File: src/rtl/regfile_pkg.sv
// Constants and grant encoding shared by the register-file port controller.
package regfile_pkg;

  localparam int DATA_W = 32;
  localparam int ADDR_W = 5;
  localparam logic [ADDR_W-1:0] ZERO_REG = '0;

  typedef enum logic {
    GNT_WB0 = 1'b0,
    GNT_WB1 = 1'b1
  } gnt_e;

endpackage

File: src/rtl/rr_arb2.sv
// Two-way round-robin arbiter; on contention the requester not granted last wins.
module rr_arb2 (
  input  logic i_clk,
  input  logic i_rst,
  input  logic i_req0,
  input  logic i_req1,
  output logic o_grant0,
  output logic o_grant1,
  output logic o_any
);
  import regfile_pkg::*;

  gnt_e last_grant_q;
  gnt_e last_grant_d;

  always_comb begin
    o_grant0     = !i_rst && i_req0 && (!i_req1 || last_grant_q == GNT_WB1);
    o_grant1     = !i_rst && i_req1 && (!i_req0 || last_grant_q == GNT_WB0);
    o_any        = o_grant0 || o_grant1;
    last_grant_d = last_grant_q;
    if (o_grant0) begin
      last_grant_d = GNT_WB0;
    end else if (o_grant1) begin
      last_grant_d = GNT_WB1;
    end
  end

  // Reset to wb1 so the ALU path wins the first contention.
  always_ff @(posedge i_clk) begin
    if (i_rst) begin
      last_grant_q <= GNT_WB1;
    end else begin
      last_grant_q <= last_grant_d;
    end
  end

endmodule

File: src/rtl/regfile_port_ctrl.sv
// Register-file front end: shared write port arbitration, hardwired r0 and
// same-cycle write-to-read forwarding around a 1-cycle registered read.
module regfile_port_ctrl #(
  parameter int DATA_W = regfile_pkg::DATA_W,
  parameter int ADDR_W = regfile_pkg::ADDR_W,
  parameter int CNT_W  = 16
) (
  input  logic              i_clk,
  input  logic              i_rst,
  input  logic              i_wb0_valid,
  input  logic [ADDR_W-1:0] i_wb0_addr,
  input  logic [DATA_W-1:0] i_wb0_data,
  output logic              o_wb0_ready,
  input  logic              i_wb1_valid,
  input  logic [ADDR_W-1:0] i_wb1_addr,
  input  logic [DATA_W-1:0] i_wb1_data,
  output logic              o_wb1_ready,
  input  logic              i_rd_valid,
  input  logic [ADDR_W-1:0] i_raddr1,
  input  logic [ADDR_W-1:0] i_raddr2,
  output logic              o_rd_valid,
  output logic [DATA_W-1:0] o_rdata1,
  output logic [DATA_W-1:0] o_rdata2,
  output logic [ADDR_W-1:0] o_rf_raddr1,
  output logic [ADDR_W-1:0] o_rf_raddr2,
  output logic [ADDR_W-1:0] o_rf_waddr,
  output logic [DATA_W-1:0] o_rf_wdata,
  output logic              o_rf_we,
  input  logic [DATA_W-1:0] i_rf_rdata1,
  input  logic [DATA_W-1:0] i_rf_rdata2,
  output logic [CNT_W-1:0]  o_conflicts
);
  import regfile_pkg::*;

  logic grant0;
  logic grant1;
  logic grant_any;

  rr_arb2 u_arb (
    .i_clk    (i_clk),
    .i_rst    (i_rst),
    .i_req0   (i_wb0_valid),
    .i_req1   (i_wb1_valid),
    .o_grant0 (grant0),
    .o_grant1 (grant1),
    .o_any    (grant_any)
  );

  logic              rd_valid_q, rd_valid_d;
  logic              zero1_q, zero1_d;
  logic              zero2_q, zero2_d;
  logic              byp1_q, byp1_d;
  logic              byp2_q, byp2_d;
  logic [DATA_W-1:0] bypdata_q, bypdata_d;
  logic [CNT_W-1:0]  cnt_q, cnt_d;

  always_comb begin
    o_wb0_ready = grant0;
    o_wb1_ready = grant1;
    o_rf_waddr  = grant1 ? i_wb1_addr : i_wb0_addr;
    o_rf_wdata  = grant1 ? i_wb1_data : i_wb0_data;
    o_rf_we     = grant_any && (o_rf_waddr != ADDR_W'(ZERO_REG)) && !i_rst;
    o_rf_raddr1 = i_raddr1;
    o_rf_raddr2 = i_raddr2;

    // The register file returns the pre-write value on a same-cycle hit,
    // so remember the in-flight write and substitute it next cycle.
    rd_valid_d = i_rd_valid;
    zero1_d    = (i_raddr1 == ADDR_W'(ZERO_REG));
    zero2_d    = (i_raddr2 == ADDR_W'(ZERO_REG));
    byp1_d     = o_rf_we && (o_rf_waddr == i_raddr1);
    byp2_d     = o_rf_we && (o_rf_waddr == i_raddr2);
    bypdata_d  = o_rf_wdata;

    cnt_d = cnt_q;
    if (i_wb0_valid && i_wb1_valid && (cnt_q != {CNT_W{1'b1}})) begin
      cnt_d = cnt_q + 1'b1;
    end
  end

  always_ff @(posedge i_clk) begin
    if (i_rst) begin
      rd_valid_q <= 1'b0;
      zero1_q    <= 1'b0;
      zero2_q    <= 1'b0;
      byp1_q     <= 1'b0;
      byp2_q     <= 1'b0;
      bypdata_q  <= '0;
      cnt_q      <= '0;
    end else begin
      rd_valid_q <= rd_valid_d;
      zero1_q    <= zero1_d;
      zero2_q    <= zero2_d;
      byp1_q     <= byp1_d;
      byp2_q     <= byp2_d;
      bypdata_q  <= bypdata_d;
      cnt_q      <= cnt_d;
    end
  end

  // Data is forced to zero when no read is valid so idle cycles stay deterministic.
  always_comb begin
    o_rd_valid  = rd_valid_q;
    o_conflicts = cnt_q;
    o_rdata1    = '0;
    o_rdata2    = '0;
    if (rd_valid_q) begin
      o_rdata1 = zero1_q ? '0 : (byp1_q ? bypdata_q : i_rf_rdata1);
      o_rdata2 = zero2_q ? '0 : (byp2_q ? bypdata_q : i_rf_rdata2);
    end
  end

endmodule

File: config.mk
export PLATFORM = sky130hd
export DESIGN_NAME = regfile_port_ctrl
export DESIGN_NICKNAME = d
export VERILOG_FILES = /design/src/rtl/regfile_pkg.sv /design/src/rtl/rr_arb2.sv /design/src/rtl/regfile_port_ctrl.sv
export SDC_FILE = /design/constraint.sdc
export NUM_CORES = 1
export LEC_CHECK = 0
export CORE_AREA = 2 2 109 111
export CTS_CLUSTER_DIAMETER = 50
export DETAILED_ROUTE_END_ITERATION = 10
export DIE_AREA = 0 0 111 113
export GPL_TIMING_DRIVEN = 0
export PLACE_DENSITY = 0.78
export SYNTH_ARGS = -nofsm -noshare
export SYNTH_HDL_FRONTEND = slang
export SYNTH_SLANG_ARGS = --single-unit
File: constraint.sdc
create_clock -name i_clk -period 2.26 [get_ports i_clk]
set_input_delay 0.452 -clock i_clk [delete_from_list [all_inputs] [get_ports i_clk]]
set_output_delay 0.452 -clock i_clk [all_outputs]
set_load 0.01 [all_outputs]
# After elaboration in Yosys (flattened, before gate mapping)
# Cells that the tools add are included.
# totals
regBits,54
input_bits,153
out_inout_bits,131
wordCells,43
# classes
n_addsub,1
eq_ne,3
mux,10
bitwise_logic,1
n_reduce_logical,20
# op_table
op,count
two-way mux 32 bit,7
"adder 16 x 1 -> 16 bit, second input constant",1
"!= test 16 bit, second input constant",1
equality test 5 bit,2
logical AND 1 bit,10
zero test 5 bit,2
two-way mux 5 bit,1
nonzero test 5 bit,1
zero test 1 bit,3
logical OR 1 bit,3
two-way mux 1 bit,2
nonzero test 2 bit,1
NOT 1 bit,1

# Logic depth before layout (Yosys ltp)
# logic_depth
word_depth,8
depth_mapped,6
depth_no_buf,5

# Hierarchy
# From an unflattened synthesis, not the netlist that was laid out.
# hier_totals
cells_unflattened,406
hier_area_um2,3572.2
# by_module_without_submodules
module,n_inst,cells_each,area_each_um2,seq_area_each_um2
regfile_port_ctrl,1,396,3504.6,1061.0
rr_arb2,1,10,67.6,20.0

# Worst setup path before layout
# OpenSTA, ideal clock, no wires.
# synth_path
path_type,input-to-output
start,input port i_wb1_valid
end,output port o_rf_wdata[0]
t_arrival_ps,1305
t_required_ps,1808
slack_ps,503
stages,4
n_path_buf,2
path_cell_list,buf_2 > nand3b_2 > buf_2 > mux2_2
# synth_between
elab_chain_len,3
# synth_rtl
item,line_no,source
start: declaration,regfile_port_ctrl.sv:14,"input logic i_wb1_valid,"
logical AND 1 bit (2 in series),rr_arb2.sv:18,o_grant1 = !i_rst && i_req1 && (!i_req0 || last_grant_q == GNT_WB0);
two-way mux 32 bit,regfile_port_ctrl.sv:61,o_rf_wdata = grant1 ? i_wb1_data : i_wb0_data;
end: declaration,regfile_port_ctrl.sv:27,"output logic [DATA_W-1:0] o_rf_wdata,"
# No other way between the ends.

# Final worst setup path
# layout_path
start,register zero2_q
end,output port o_rdata2[6]
# layout_between
elab_chain_len,2
# layout_rtl
item,line_no,source
start: declaration,regfile_port_ctrl.sv:51,"logic zero2_q, zero2_d;"
start signal: assignment,regfile_port_ctrl.sv:93,zero2_q <= zero2_d;
two-way mux 32 bit,regfile_port_ctrl.sv:109,o_rdata2 = zero2_q ? '0 : (byp2_q ? bypdata_q : i_rf_rdata2);
two-way mux 32 bit,regfile_port_ctrl.sv:107,if (rd_valid_q) begin
end: declaration,regfile_port_ctrl.sv:23,"output logic [DATA_W-1:0] o_rdata2,"
# No other way between the ends.

==> out/metrics.csv <==
stage,metric,value,unit
synthesis,synth_top_cell_by_area,dfxtp_1,
die,ioPinCount,284,
routing,vias_per_cell,4.91,
cells_and_area,final_util,62.0,%
place,gp_congestion,0.937,
worst_setup_path,reg2reg_to,o_conflicts[10],
cells_and_area,fin_nets,874,
power,swShare,25.8,%
global_route,grt_max_degree,17,
routing,dr.pass1.iters,4,
synthesis,synth-edff-count,0,
place,port_buffers,282,
worst_setup_path,cp-start-kind,flip-flop,
clocking,h-tree-depth,2,
synthesis,syn_area,3640,µm²
cells_and_area,area_growth,92.0,%
sta,finalCriticalPeriod,2.20,ns
synthesis,synth.distinct_cells,37,
routing,ant_nets,0,
sta,setup_violations,0,
synthesis,synth_cells,427,
sta,slew_viol_final,0,
hold_path,hp-class,flip-flop to flip-flop,
worst_setup_path,cp-startpoint,zero2_q,
cells_and_area,antenna_cells,0,
die,initial_core_util,32.3,%
sta,period_share,97.5,%
clocking,cts_made_buffers,5,
synthesis,synth_nets,581,
power,comb_power_share,32.6,%
worst_setup_path,worstSetupEndpointType,primary output,
power,ir_drop,276,µV
worst_setup_path,reg2reg_from,o_conflicts[0],
routing,route.vias.total,4243,
synthesis,async_flop_share,0,%
clocking,cts_root_buf,clkbuf_16,
worst_setup_path,required,1.81,ns
power,cellLeakagePower,2.69,nW
synthesis,avgSynthCellArea,8.52,µm²
die,design.core.area,11300,µm²
synthesis,synthTopCellsByArea,"dfxtp_1 (30%), mux2i_1 (18%), mux2_2 (11%)",
synthesis,yosys_warnings,0,
clocking,max-clock-path-buffers,2,
power,pwr-share-clk,30.8,%
synthesis,yosysMostFrequentCell,nor2_1,
routing,wl_per_cell,18.2,µm
global_route,global_route.overflow_total,0,
sta,worst_pin_slew,0.524,ns
worst_setup_path,endpoint,o_rdata2[6],
sta,hold_viol_final,0,
die,die-area,12500,µm²
cells_and_area,postLayoutCellArea,6980,µm²
power,p_int,2.08,mW
run_status,outcome,"finished, final reports clean",
worst_setup_path,r2r_cells,4,
sta,whs,0.517,ns
synthesis,synth-seq-cells,54,
routing,drc_errors,0,
synthesis,yosys.area.top_type_share,29.7,%
sta,timing.fmax,0.454,GHz
cells_and_area,multiInputGateArea,2400,µm²
clocking,tritoncts,built,
worst_setup_path,critPathMaxFanout,10,
power,switchingPower,0.724,mW
routing,routed_wl,15700,µm
clocking,cts.sinks,54,
routing,drtIter0Drc,144,
cells_and_area,regArea,1090,µm²
die,die_y,113,µm
worst_setup_path,crit_type,flip-flop to primary output,
die,die_w,111,µm
place,place_area,6640,µm²
die,rows,39,
power,seqPwrFrac,36.6,%
sta,slew_headroom,65.1,%
global_route,track_usage,23.6,%
cells_and_area,fill_cells,975,
synthesis,synthTopCellsByCount,"nor2_1 (70), mux2i_1 (65), dfxtp_1 (54)",
flow_run,maxCapViolations,0,
worst_setup_path,worstPathArrival,1.75,ns
cells_and_area,drive_gt1_share,18.3,%
place,hpwlAfterDp,12700,µm
power,power,2.81,mW
power,power_density,402,nW/µm²
global_route,grt_pass1_vias,4337,
synthesis,yosys_most_used_dff,dfxtp_1,
global_route,antenna_found_initial,0,
synthesis,seq_area_frac_synth,29.7,%
clocking,insertion_delay,0.29,ns
worst_setup_path,timing.reg2reg.setup_slack,0.41,ns
sta,finClkSkew,0.00736,ns
clocking,clk_pin_slew,0.07,ns
sta,fin_setup_tns,0,ns
global_route,grt_pass1_wl,23900,µm
how the worst min path moves through the flow:
| stage | startpoint | end | slack (ns) | depth (start not counted) |
|---|---|---|---|---|
| 6_report | o_conflicts[14] | o_conflicts[14] | 0.52 | 2 |
| 5_1_grt | o_conflicts[9] | o_conflicts[9] | 0.55 | 2 |
| 4_1_cts | o_conflicts[14] | o_conflicts[14] | 0.51 | 2 |
| 3_5_place_dp | u_arb.last_grant_q | u_arb.last_grant_q | 0.50 | 2 |
| 3_3_place_gp | o_conflicts[14] | o_conflicts[14] | 0.48 | 2 |
| 2_1_floorplan | u_arb.last_grant_q | u_arb.last_grant_q | 0.48 | 2 |
logic make-up after synthesis:
kind of cell,after synthesis,synth area share [%]
flops,54,29.7
simple gates,176,25.1
compound gates,37,6.47
fa+ha+maj,1,0.344
buf+inv,44,6.05
mux,99,28.4
xor+xnor,16,3.85
metal layers:
metal / vias to the layer above / wire length (µm) / GRT usage (%)
met4: 0 / 371 / 7.00
met5: - / 0 / 0
met3: 26 / 981 / 5.62
met1: 1982 / 6490 / 28.1
met2: 175 / 7860 / 42.4
li1: 2060 / - / -
layout make-up:
class | count | area share (%)
Inverter | 8 | 0.484
Multi-Input combinational cell | 329 | 34.4
Tap cell | 143 | 2.56
Clock inverter | 2 | 0.537
Timing Repair Buffer | 289 | 41.0
Sequential cell | 54 | 15.5
Clock buffer | 6 | 1.85
Buffer | 33 | 3.71
power groups by stage:
| stage | logic, mW | clock network, mW | registers [mW] |
|---|---|---|---|
| floorplan | 0.324 | 0 | 1.03 |
| global placement | 0.886 | 0 | 1.04 |
| detailed placement | 0.898 | 0 | 1.05 |
| CTS | 0.919 | 0.885 | 1.03 |
| global route | 0.972 | 0.928 | 1.03 |
| finish | 0.915 | 0.865 | 1.03 |
per-stage QoR:
stage          std cells  setup WS (ns)
2_1_floorplan        427          0.503
3_3_place_gp         852         -0.776
3_5_place_dp         852         -0.806
4_1_cts              865       0.000421
5_1_grt              864        -0.0151
6_report             864         0.0567
state kept, by name, summed over array words and instances (netlist names):
register / count
byp1_q: 1
byp2_q: 1
bypdata_q: 32
o_conflicts: 16
o_rd_valid: 1
u_arb.last_grant_q: 1
zero1_q: 1
zero2_q: 1
cell usage in the layout, fill, tap and decap left out, types with 5 or more instances in the layout:
master	synthesis	routed
buf_2	11	22
or4_1	9	9
o31ai_1	6	6
nor3_1	5	5
clkdlybuf4s15_2	0	9
o21ai_0	9	9
xor2_1	10	10
clkdlybuf4s50_1	0	228
nor2b_1	34	34
dlymetal6s2s_1	0	6
buf_6	0	12
dfxtp_1	54	50
xnor2_1	6	6
mux2i_1	65	64
nand3_1	6	6
mux2_4	0	8
clkbuf_16	0	5
a21oi_1	14	14
nor2_1	70	68
clkbuf_1	14	6
buf_4	11	15
or3_1	9	9
dlygate4sd2_1	0	11
mux2_2	34	26
inv_1	8	7
nand2_1	21	20
repair_timing:
item | CTS | global route
hold buffers | 0 | 0
resized for setup | 194 | 27
gates cloned | 2 | 0
setup buffers | 5 | 0
pin swaps | 3 | 0
setup endpoints to repair | 100 | 42
worst max-delay path, stage by stage (launching register included):
cell             delay (ns)
dfxtp_1                0.30
nand2b_2               0.23
clkbuf_4               0.22
nor2_1                 0.16
clkdlybuf4s50_1        0.56
Note: power is estimated with default switching activity, not from simulation.
